--- config.mk ---
export PLATFORM = sky130hd
export DESIGN_NAME = t07_wb_arbiter_rr_flat
export DESIGN_NICKNAME = d
export VERILOG_FILES = /design/src/rtl/t07_wb_arbiter_rr_if.sv /design/src/rtl/t07_wb_arbiter_rr.sv /design/src/flat_wrapper.sv
export SDC_FILE = /design/constraint.sdc
export NUM_CORES = 1
export LEC_CHECK = 0
export BUFFER_PORTS_ARGS = -buffer_cell sky130_fd_sc_hd__buf_2
export CELL_PAD_IN_SITES_DETAIL_PLACEMENT = 0
export CELL_PAD_IN_SITES_GLOBAL_PLACEMENT = 1
export CORE_ASPECT_RATIO = 0.5
export CORE_MARGIN = 3
export CORE_UTILIZATION = 18
export CTS_BUF_LIST = sky130_fd_sc_hd__clkbuf_4
export DETAILED_ROUTE_END_ITERATION = 10
export GPL_ROUTABILITY_DRIVEN = 0
export HOLD_SLACK_MARGIN = 0.05
export PLACE_DENSITY = 0.86
export SYNTH_ARGS = -nofsm -noshare
export SYNTH_HDL_FRONTEND = slang
export SYNTH_SLANG_ARGS = --single-unit
export TNS_END_PERCENT = 5
--- constraint.sdc ---
create_clock -name clk -period 3 [get_ports clk]
set_clock_uncertainty 0.2 [all_clocks]
set_input_delay 0.45 -clock clk [delete_from_list [all_inputs] [get_ports clk]]
set_output_delay 0.45 -clock clk [all_outputs]
set_load 0.05 [all_outputs]
--- src/rtl/t07_wb_arbiter_rr_if.sv ---
// Wishbone bus bundle between NUM_M managers, the arbiter and one downstream slave path.
// slave modport is the arbiter's view; master modport is the managers'/slave-side driver view.
interface t07_wb_arbiter_rr_if #(
  parameter int NUM_M = 3,
  parameter int AW    = 32,
  parameter int DW    = 32
);
  localparam int SW = DW / 8;

  logic [NUM_M-1:0]    m_cyc_i;
  logic [NUM_M-1:0]    m_stb_i;
  logic [NUM_M-1:0]    m_we_i;
  logic [NUM_M*AW-1:0] m_adr_i;
  logic [NUM_M*DW-1:0] m_dat_i;
  logic [NUM_M*SW-1:0] m_sel_i;
  logic [NUM_M-1:0]    m_ack_o;
  logic [NUM_M-1:0]    m_err_o;
  logic [DW-1:0]       m_dat_o;

  logic                s_cyc_o;
  logic                s_stb_o;
  logic                s_we_o;
  logic [AW-1:0]       s_adr_o;
  logic [DW-1:0]       s_dat_o;
  logic [SW-1:0]       s_sel_o;
  logic                s_ack_i;
  logic [DW-1:0]       s_dat_i;

  logic [NUM_M-1:0]    grant_o;
  logic                busy_o;

  modport slave (
    input  m_cyc_i, m_stb_i, m_we_i, m_adr_i, m_dat_i, m_sel_i, s_ack_i, s_dat_i,
    output m_ack_o, m_err_o, m_dat_o, s_cyc_o, s_stb_o, s_we_o, s_adr_o, s_dat_o, s_sel_o,
           grant_o, busy_o
  );

  modport master (
    output m_cyc_i, m_stb_i, m_we_i, m_adr_i, m_dat_i, m_sel_i, s_ack_i, s_dat_i,
    input  m_ack_o, m_err_o, m_dat_o, s_cyc_o, s_stb_o, s_we_o, s_adr_o, s_dat_o, s_sel_o,
           grant_o, busy_o
  );
endinterface

--- src/rtl/t07_wb_arbiter_rr.sv ---
// Round-robin Wishbone arbiter, NUM_M managers onto one path; grant 1 cycle after cyc, ack/data combinational.
// Owner holds the bus until it drops cyc; waiters stall. T07_WB_TIMEOUT_EN adds a stalled-slave error abort.
module t07_wb_arbiter_rr #(
  parameter int NUM_M   = 3,
  parameter int AW      = 32,
  parameter int DW      = 32,
  parameter int TIMEOUT = 255
) (
  input  logic                  clk,
  input  logic                  rst,
  t07_wb_arbiter_rr_if.slave    bus
);
  localparam int SW = DW / 8;
  localparam int LW = $clog2(NUM_M);

  typedef enum logic {IDLE, GRANT} state_e;

  state_e           state_q, state_d;
  logic [NUM_M-1:0] grant_q, grant_d;
  logic [LW-1:0]    last_q, last_d;
  int               owner;
  int               cand;
  logic             found;

`ifdef T07_WB_TIMEOUT_EN
  localparam int CW = $clog2(TIMEOUT + 1);
  logic [CW-1:0]    wait_q, wait_d;
`else
  logic             unused_timeout;
  assign unused_timeout = (TIMEOUT == 0);
`endif

  always_ff @(posedge clk) begin
    if (rst) begin
      state_q <= IDLE;
      grant_q <= '0;
      last_q  <= LW'(NUM_M - 1);
`ifdef T07_WB_TIMEOUT_EN
      wait_q  <= '0;
`endif
    end else begin
      state_q <= state_d;
      grant_q <= grant_d;
      last_q  <= last_d;
`ifdef T07_WB_TIMEOUT_EN
      wait_q  <= wait_d;
`endif
    end
  end

  always_comb begin
    state_d     = state_q;
    grant_d     = grant_q;
    last_d      = last_q;
    owner       = int'(last_q);
    cand        = 0;
    found       = 1'b0;
    bus.m_ack_o = '0;
    bus.m_err_o = '0;
    bus.m_dat_o = bus.s_dat_i;
    bus.s_cyc_o = 1'b0;
    bus.s_stb_o = 1'b0;
    bus.s_we_o  = 1'b0;
    bus.s_adr_o = '0;
    bus.s_dat_o = '0;
    bus.s_sel_o = '0;
    bus.grant_o = grant_q;
    bus.busy_o  = (state_q == GRANT);
`ifdef T07_WB_TIMEOUT_EN
    wait_d      = wait_q;
`endif

    case (state_q)
      IDLE: begin
`ifdef T07_WB_TIMEOUT_EN
        wait_d = '0;
`endif
        // Search starts just past the previous owner so every requester gets a turn.
        for (int i = 1; i <= NUM_M; i++) begin
          cand = (owner + i) % NUM_M;
          if (!found && bus.m_cyc_i[cand]) begin
            found         = 1'b1;
            last_d        = LW'(cand);
            grant_d       = '0;
            grant_d[cand] = 1'b1;
            state_d       = GRANT;
          end
        end
      end
      GRANT: begin
        if (bus.m_cyc_i[owner]) begin
          bus.s_cyc_o        = 1'b1;
          bus.s_stb_o        = bus.m_stb_i[owner];
          bus.s_we_o         = bus.m_we_i[owner];
          bus.s_adr_o        = bus.m_adr_i[owner*AW +: AW];
          bus.s_dat_o        = bus.m_dat_i[owner*DW +: DW];
          bus.s_sel_o        = bus.m_sel_i[owner*SW +: SW];
          bus.m_ack_o[owner] = bus.s_ack_i;
`ifdef T07_WB_TIMEOUT_EN
          if (bus.s_ack_i) begin
            wait_d = '0;
          end else if (bus.m_stb_i[owner]) begin
            // last_q keeps the owner, so the aborted manager goes to the back of the queue.
            if (wait_q == CW'(TIMEOUT - 1)) begin
              bus.m_err_o[owner] = 1'b1;
              bus.s_cyc_o        = 1'b0;
              bus.s_stb_o        = 1'b0;
              state_d            = IDLE;
              grant_d            = '0;
            end else begin
              wait_d = wait_q + 1'b1;
            end
          end
`endif
        end else begin
          state_d = IDLE;
          grant_d = '0;
        end
      end
      default: begin
        state_d = IDLE;
        grant_d = '0;
      end
    endcase
  end
endmodule

--- src/flat_wrapper.sv ---
// flat-port wrapper written by rule: the top's interface ports become plain ports
module t07_wb_arbiter_rr_flat 
#(
  parameter int NUM_M   = 3,
  parameter int AW      = 32,
  parameter int DW      = 32,
  parameter int TIMEOUT = 255
)
  (clk, rst, bus_m_cyc_i, bus_m_stb_i, bus_m_we_i, bus_m_adr_i, bus_m_dat_i, bus_m_sel_i, bus_s_ack_i, bus_s_dat_i, bus_m_ack_o, bus_m_err_o, bus_m_dat_o, bus_s_cyc_o, bus_s_stb_o, bus_s_we_o, bus_s_adr_o, bus_s_dat_o, bus_s_sel_o, bus_grant_o, bus_busy_o);
  t07_wb_arbiter_rr_if #(.NUM_M(NUM_M), .AW(AW), .DW(DW)) bus_i ();
  input  logic clk;
  input  logic rst;
  input wire logic [$bits(bus_i.m_cyc_i)-1:0] bus_m_cyc_i;
  input wire logic [$bits(bus_i.m_stb_i)-1:0] bus_m_stb_i;
  input wire logic [$bits(bus_i.m_we_i)-1:0] bus_m_we_i;
  input wire logic [$bits(bus_i.m_adr_i)-1:0] bus_m_adr_i;
  input wire logic [$bits(bus_i.m_dat_i)-1:0] bus_m_dat_i;
  input wire logic [$bits(bus_i.m_sel_i)-1:0] bus_m_sel_i;
  input wire logic [$bits(bus_i.s_ack_i)-1:0] bus_s_ack_i;
  input wire logic [$bits(bus_i.s_dat_i)-1:0] bus_s_dat_i;
  output wire logic [$bits(bus_i.m_ack_o)-1:0] bus_m_ack_o;
  output wire logic [$bits(bus_i.m_err_o)-1:0] bus_m_err_o;
  output wire logic [$bits(bus_i.m_dat_o)-1:0] bus_m_dat_o;
  output wire logic [$bits(bus_i.s_cyc_o)-1:0] bus_s_cyc_o;
  output wire logic [$bits(bus_i.s_stb_o)-1:0] bus_s_stb_o;
  output wire logic [$bits(bus_i.s_we_o)-1:0] bus_s_we_o;
  output wire logic [$bits(bus_i.s_adr_o)-1:0] bus_s_adr_o;
  output wire logic [$bits(bus_i.s_dat_o)-1:0] bus_s_dat_o;
  output wire logic [$bits(bus_i.s_sel_o)-1:0] bus_s_sel_o;
  output wire logic [$bits(bus_i.grant_o)-1:0] bus_grant_o;
  output wire logic [$bits(bus_i.busy_o)-1:0] bus_busy_o;
  assign bus_i.m_cyc_i = bus_m_cyc_i;
  assign bus_i.m_stb_i = bus_m_stb_i;
  assign bus_i.m_we_i = bus_m_we_i;
  assign bus_i.m_adr_i = bus_m_adr_i;
  assign bus_i.m_dat_i = bus_m_dat_i;
  assign bus_i.m_sel_i = bus_m_sel_i;
  assign bus_i.s_ack_i = bus_s_ack_i;
  assign bus_i.s_dat_i = bus_s_dat_i;
  assign bus_m_ack_o = bus_i.m_ack_o;
  assign bus_m_err_o = bus_i.m_err_o;
  assign bus_m_dat_o = bus_i.m_dat_o;
  assign bus_s_cyc_o = bus_i.s_cyc_o;
  assign bus_s_stb_o = bus_i.s_stb_o;
  assign bus_s_we_o = bus_i.s_we_o;
  assign bus_s_adr_o = bus_i.s_adr_o;
  assign bus_s_dat_o = bus_i.s_dat_o;
  assign bus_s_sel_o = bus_i.s_sel_o;
  assign bus_grant_o = bus_i.grant_o;
  assign bus_busy_o = bus_i.busy_o;
  t07_wb_arbiter_rr #(.NUM_M(NUM_M), .AW(AW), .DW(DW), .TIMEOUT(TIMEOUT)) u_core (.clk(clk), .rst(rst), .bus(bus_i));
endmodule
==> results of run 1 <==
metrics by stage:
stage / utilization [%] / cell area (um2) / hold slack, ns / cells
after global routing: 29.9 / 4170 / 0.297 / 852
after CTS: 29.9 / 4170 / 0.276 / 852
after global placement: 29.7 / 4140 / 0.277 / 848
after detailed placement: 29.7 / 4140 / 0.289 / 848
after floorplan: - / 2660 / 0.508 / 426
final: 29.9 / 4170 / 0.281 / 852
sequential cells by signal (all words and copies together) (netlist names):
register / flops
u_core.bus.busy_o: 1
u_core.bus.grant_o: 3
u_core.last_q: 2
worst reg2reg max path, cell delays in order (launching register included):
cell     delay (ns)
dfxtp_4        0.40
inv_1          0.09
ha_1           0.33
nor2b_1        0.32
nor3_2         0.11
a31oi_4        0.28
mux2_2         0.38
o32ai_2        0.20
final cells by class:
cell class	count	area (um2)
Inverter	6	22.5
Multi-Input combinational cell	343	2100
Tap cell	192	240
Timing Repair Buffer	301	1660
Fill cell	1565	9790
Sequential cell	6	125
Clock buffer	4	30.0
kinds of logic (layout without fill, tap and decap cells):
| logic type | Yosys count | after routing |
|---|---|---|
| AOI/OAI and AO/OA | 93 | 93 |
| buffers and inverters | 77 | 311 |
| DFF | 6 | 6 |
| and+or+nand+nor | 166 | 166 |
| adders and majority gates | 5 | 5 |
| muxes | 76 | 76 |
| other | 1 | 3 |
per-layer routing:
| metal | vias to the layer above | wire length, um | GRT usage, % |
|---|---|---|---|
| met3 | 10 | 1060 | 3.56 |
| met1 | 1680 | 5580 | 18.8 |
| li1 | 1878 | - | - |
| met2 | 129 | 6090 | 23.9 |
| met5 | - | 0 | 0 |
| met4 | 0 | 39 | 1.24 |
power groups by stage:
stage	registers (W)	clock network, W	logic (W)
after floorplan	0.000218	0	0.00234
after global placement	0.000169	0	0.00298
after detailed placement	0.000173	0	0.00300
after CTS	0.000172	0.0000960	0.00301
after global routing	0.000179	0.000104	0.00326
final	0.000171	0.0000919	0.00301
synth_stat cells (4+ instances only):
cell type,number
nor2_1,144
mux2i_1,74
a21oi_1,73
buf_4,36
buf_2,19
clkbuf_1,13
dfxtp_1,6
ha_1,5
inv_1,5
nand2b_1,5
nand2_1,4
nor2b_1,4
path summary, 6_finish.rpt:
kind	start	end	slack, ns	cells after the start
min reg2reg	u_core.bus.grant_o[2]$_SDFFE_PP0P_	u_core.bus.grant_o[2]$_SDFFE_PP0P_	0.30	2
max	u_core.last_q[0]$_SDFFE_PP0P_	bus_s_adr_o[20]	0.31	5
max reg2reg	u_core.last_q[1]$_SDFFE_PP1P_	u_core.bus.grant_o[1]$_SDFFE_PP0P_	0.58	7
min	rst	u_core.bus.busy_o$_SDFF_PP0_	0.28	2
==> impl_metrics.tcl, run 1 <==
set metrics [dict create \
    synthMuxAreaShare_pct 28.7 \
    ir_worst_vdd_v 0.000351 \
    io_pins 361 \
    syn_to_final_growth_pct 57.1 \
    yosys.area_share.simple_pct 25.7 \
    status "finished, final reports clean" \
    leakagePower_nw 2.52 \
    drive_gt1_share_pct 48.2 \
    cts_setup_buffers 0 \
    vias 3697 \
    pwr-share-clk_pct 2.8 \
    crit_buf_inv 2 \
    cap_violations 0 \
    tightest_slew_ns 0.762 \
    synth_fa_ha_area_share_pct 2.36 \
    cp.arrival_ns 2.04 \
    root_buffer "clkbuf_4" \
    max_stage_delay_ns 0.59 \
    slew_headroom_pct 49.2 \
    layout_min_cycle_time_ns 2.69 \
    worst-path-max-fanout 70 \
    route.detailed.drc 0 \
    seq_area_frac_synth_pct 4.52 \
    synth_top_family_by_area "multiplexers" \
    synth-edff-count 0 \
    cellPowerDensity_nw_per_um2 784 \
    most-common-layout-cells "buf_2, nor2_1, mux2i_1" \
    synth_top_area_cell "mux2i_1" \
    ys_seq_elements 6 \
    endpoint_kind "output port" \
    synthesis.area_um2 2660 \
    sw_frac_of_total_pct 62.9 \
    diodes 0 \
    max_clock_freq_mhz 371 \
    clk_latency_ns 0.25 \
    syn_avg_cell_area_um2 6.26 \
    hold_path_class "in2reg" \
    finalPower_w 0.00327 \
    cts_tree "yes" \
    setup_ws_ns 0.307 \
    p_int_w 0.00121 \
    fp.dieH_um 91.9 \
    synth_top_flop_cell "dfxtp_1" \
    antenna_found_initial 0 \
    critPathTopFamily "buffers and inverters" \
    final_common_cell "buf_2" \
    power_frac_comb_pct 92.0 \
    rows 30 \
    grt_max_degree 71 \
    start_kind "register" \
    ant_nets 0 \
    synthCells 424 \
    die_w_um 178 \
    first_iter_violations 281 \
    clock_path_buffers 2 \
    grt_pass1_wl_um 18900 \
    synth_top_area_share_pct 27.9 \
    track_usage_pct 14.1 \
    synth-warning-count 0 \
    cts.sinks 6 \
    initial_utilization_pct 19.0 \
    numCtsBuffers 3 \
    seqPwrFrac_pct 5.2 \
    synth-compound-area-share_pct 21.4 \
    switchingPower_w 0.00206 \
    drtPass1Iterations 4 \
    io_buffers 293 \
    synth_area_leaders "mux2i_1, nor2_1, a21oi_1, buf_4, dfxtp_1" \
    critPathKind "reg2out" \
    wl_per_cell_um 15.0 \
    slew_viol_final 0 \
    async_reset_ff_share_pct 0 \
    nets 914 \
    htreeDepth 1 \
    path_cells "nor2b_4 -> buf_4 -> a21oi_1 -> nor2_1 -> buf_2" \
    synthXorXnorAreaFrac_pct 0 \
    holdBufCountCts 0 \
    viasPerCell 4.34 \
    synth_cell_types 40 \
    cts_resized 0 \
    setup_viol 0 \
    min_period_over_period_pct 89.8 \
    finalHoldViolCount 0 \
    worstPathRequired_ns 2.35 \
    die_area_um2 16300 \
    cts.reportedPaths.clkPinSlew_ns 0.05 \
    drt-total-wl_um 12800 \
    rsz0062_at_grt "false" \
    critPathSlowestCell "buf_4" \
    grt_pass1_vias 3592 \
    dpl_worst_slack_ns 0.482 \
    core_um2 14000 \
    setup_tns_ns 0 \
    post-dp-hpwl_um 10600 \
    grt.overflow.total 0 \
]
(Power assumes the default switching activity.)
==> run 2: changes to the inputs <==
- ABC_AREA: not set -> 1
- CORE_UTILIZATION: 18 -> 17
- CTS_CLUSTER_DIAMETER: not set -> 200
- PLACE_DENSITY: 0.86 -> 0.87
- clock period: 3 -> 2.6 ns (I/O delays scaled with it)
==> run 2 against run 1 <==
  * Die area up 1.2%
  * Synthesized cell count up 7.1%
  * Sequential cell count unchanged
  * Combinational power up 27%
  * Routed wire length up 8.3%
  * Register-to-register slack worse by 0.26 ns
  * Critical endpoint is now bus_s_adr_o[0]
  * Largest cell class unchanged
  * Worst setup slack worse by 0.18 ns
  * Clock-buffer cell count down 1
  * Sequential power about the same
  * Cell area down 4.0%
==> impl_metrics.tcl, run 2 <==
set metrics [dict create \
    synth-compound-area-share_pct 40.1 \
    drt-total-wl_um 13800 \
    finalPower_w 0.00409 \
    cts.sinks 6 \
    synth_top_family_by_area "compound AO/OA/AOI/OAI gates" \
    worstPathRequired_ns 2.01 \
    dpl_cell_area_um2 3980 \
    io_buffers 293 \
    seqPwrFrac_pct 4.2 \
    cts.reportedPaths.clkPinSlew_ns 0.05 \
    min_period_over_period_pct 95.0 \
    most-common-layout-cells "buf_2, nor2_1, o21ai_0" \
    status "finished, final reports clean" \
    grt_pass1_wl_um 19900 \
    endpoint_kind "output port" \
    final_common_cell "buf_2" \
    synth_top_area_cell "a2bb2oi_1" \
    cp.arrival_ns 1.88 \
    slew_viol_final 0 \
    hold_path_class "in2reg" \
    cts_tree "yes" \
    core_um2 14100 \
    worstHoldStart "rst" \
    largest_register_ffs 3 \
    rsz0062_at_grt "false" \
    synth-warning-count 0 \
    synthXorXnorAreaFrac_pct 0 \
    die_area_um2 16500 \
    setup_viol 0 \
    seq_area_frac_synth_pct 4.73 \
    cts_setup_buffers 0 \
    antenna_found_initial 0 \
    synth.most_common_cell "nor2_1" \
    setup_tns_ns 0 \
    ir_worst_vdd_v 0.000476 \
    syn_to_final_growth_pct 57.6 \
    synthesis.area_um2 2540 \
    synth-edff-count 0 \
    pwr-share-clk_pct 2.2 \
    drive_gt1_share_pct 45.9 \
    numCtsBuffers 3 \
    first_iter_violations 313 \
    clock_path_buffers 2 \
    grt_pass1_vias 3680 \
    fp.dieH_um 92.5 \
    clk_latency_ns 0.25 \
    switchingPower_w 0.00266 \
    diodes 0 \
    wl_per_cell_um 15.7 \
    track_usage_pct 14.8 \
    nets 944 \
    cellPowerDensity_nw_per_um2 1020 \
    post-dp-hpwl_um 11100 \
    synthCells 454 \
    viasPerCell 4.54 \
    async_reset_ff_share_pct 0 \
    cts_resized 0 \
    htreeDepth 1 \
    synth_area_leaders "a2bb2oi_1, nor2_1, o21ai_0, buf_4, dfxtp_1" \
    ant_nets 0 \
    holdBufCountCts 0 \
    p_int_w 0.00143 \
    leakagePower_nw 2.32 \
    tightest_slew_ns 0.494 \
    syn_avg_cell_area_um2 5.60 \
    synthMuxAreaShare_pct 0 \
    max_clock_freq_mhz 405 \
    critPathKind "reg2out" \
    r2r-start "u_core.last_q[1]$_SDFFE_PP1P_" \
    synth_top_flop_cell "dfxtp_1" \
    yosys.area_share.simple_pct 32.0 \
    vias 3997 \
    rows 30 \
    root_buffer "clkbuf_4" \
    synth_top_area_share_pct 24.1 \
    io_pins 361 \
    route.detailed.drc 0 \
    die_w_um 179 \
    synthTopCellsByCount "nor2_1, o21ai_0, a2bb2oi_1" \
    grt.overflow.total 0 \
    dp_cells 878 \
    synth_cell_types 21 \
    cap_violations 0 \
    grt_max_degree 73 \
    sw_frac_of_total_pct 65.1 \
    synth_fa_ha_area_share_pct 2.46 \
    slew_headroom_pct 66.7 \
    drtPass1Iterations 5 \
    finalHoldViolCount 0 \
    layoutNonFillerInstCount 881 \
    worst-path-max-fanout 47 \
    layout_min_cycle_time_ns 2.47 \
    start_kind "register" \
    fin_area_um2 4000 \
    initial_utilization_pct 18.1 \
    ys_seq_elements 6 \
    crit_path_start "u_core.last_q[0]$_SDFFE_PP0P_" \
    power_frac_comb_pct 93.7 \
]
## run 2: power groups by stage
stage | clock network [W] | logic [W] | registers, W
after floorplan | 0 | 0.00287 | 0.000240
after global placement | 0 | 0.00376 | 0.000170
after detailed placement | 0 | 0.00378 | 0.000172
after CTS | 0.0000895 | 0.00380 | 0.000171
after global routing | 0.0000927 | 0.00413 | 0.000175
final | 0.0000886 | 0.00383 | 0.000171
## run 2: area by class of cell
cell class	instances	area (um2)
inverter	15	58.8
clock buffer	3	22.5
multi-input combinational	362	1910
sequential	6	121
tap	192	240
timing repair buffer	303	1650
fill	1600	10100
## run 2: critical path, cell delays in order, from the launching register on
cell       delay (ns)
dfxtp_2          0.35
buf_4            0.40
o21ai_0          0.31
a2bb2oi_1        0.20
nor2_1           0.08
buf_2            0.26
## run 2: final timing paths
path	cells after the start	to	slack [ns]
max reg2reg	11	u_core.bus.grant_o[2]$_SDFFE_PP0P_	0.32
max	5	bus_s_adr_o[0]	0.13
min reg2reg	2	u_core.bus.grant_o[0]$_SDFFE_PP0P_	0.30
min	2	u_core.bus.grant_o[1]$_SDFFE_PP0P_	0.20
## run 2: cells by family after synthesis
logic type	count (synthesis)
other	1
buffers and inverters	88
adder cells (fa/ha/maj)	5
AND/OR/NAND/NOR	204
AO/OA/AOI/OAI	150
flip-flops	6
## run 2: metrics by stage
| step | hold WS [ns] | setup slack [ns] | util, % |
|---|---|---|---|
| after floorplan | 0.259 | -0.164 | - |
| after global placement | 0.281 | 0.380 | 28.3 |
| after detailed placement | 0.284 | 0.358 | 28.3 |
| after CTS | 0.193 | 0.0928 | 28.4 |
| after global routing | 0.212 | 0.0272 | 28.4 |
| final | 0.196 | 0.130 | 28.4 |
## run 2: routing by layer
| layer | GRT usage, % | routed length, um |
|---|---|---|
| met1 | 20.2 | 5840 |
| met3 | 3.07 | 1060 |
| met2 | 24.4 | 6760 |
| met5 | 0 | 0 |
| met4 | 1.94 | 169 |
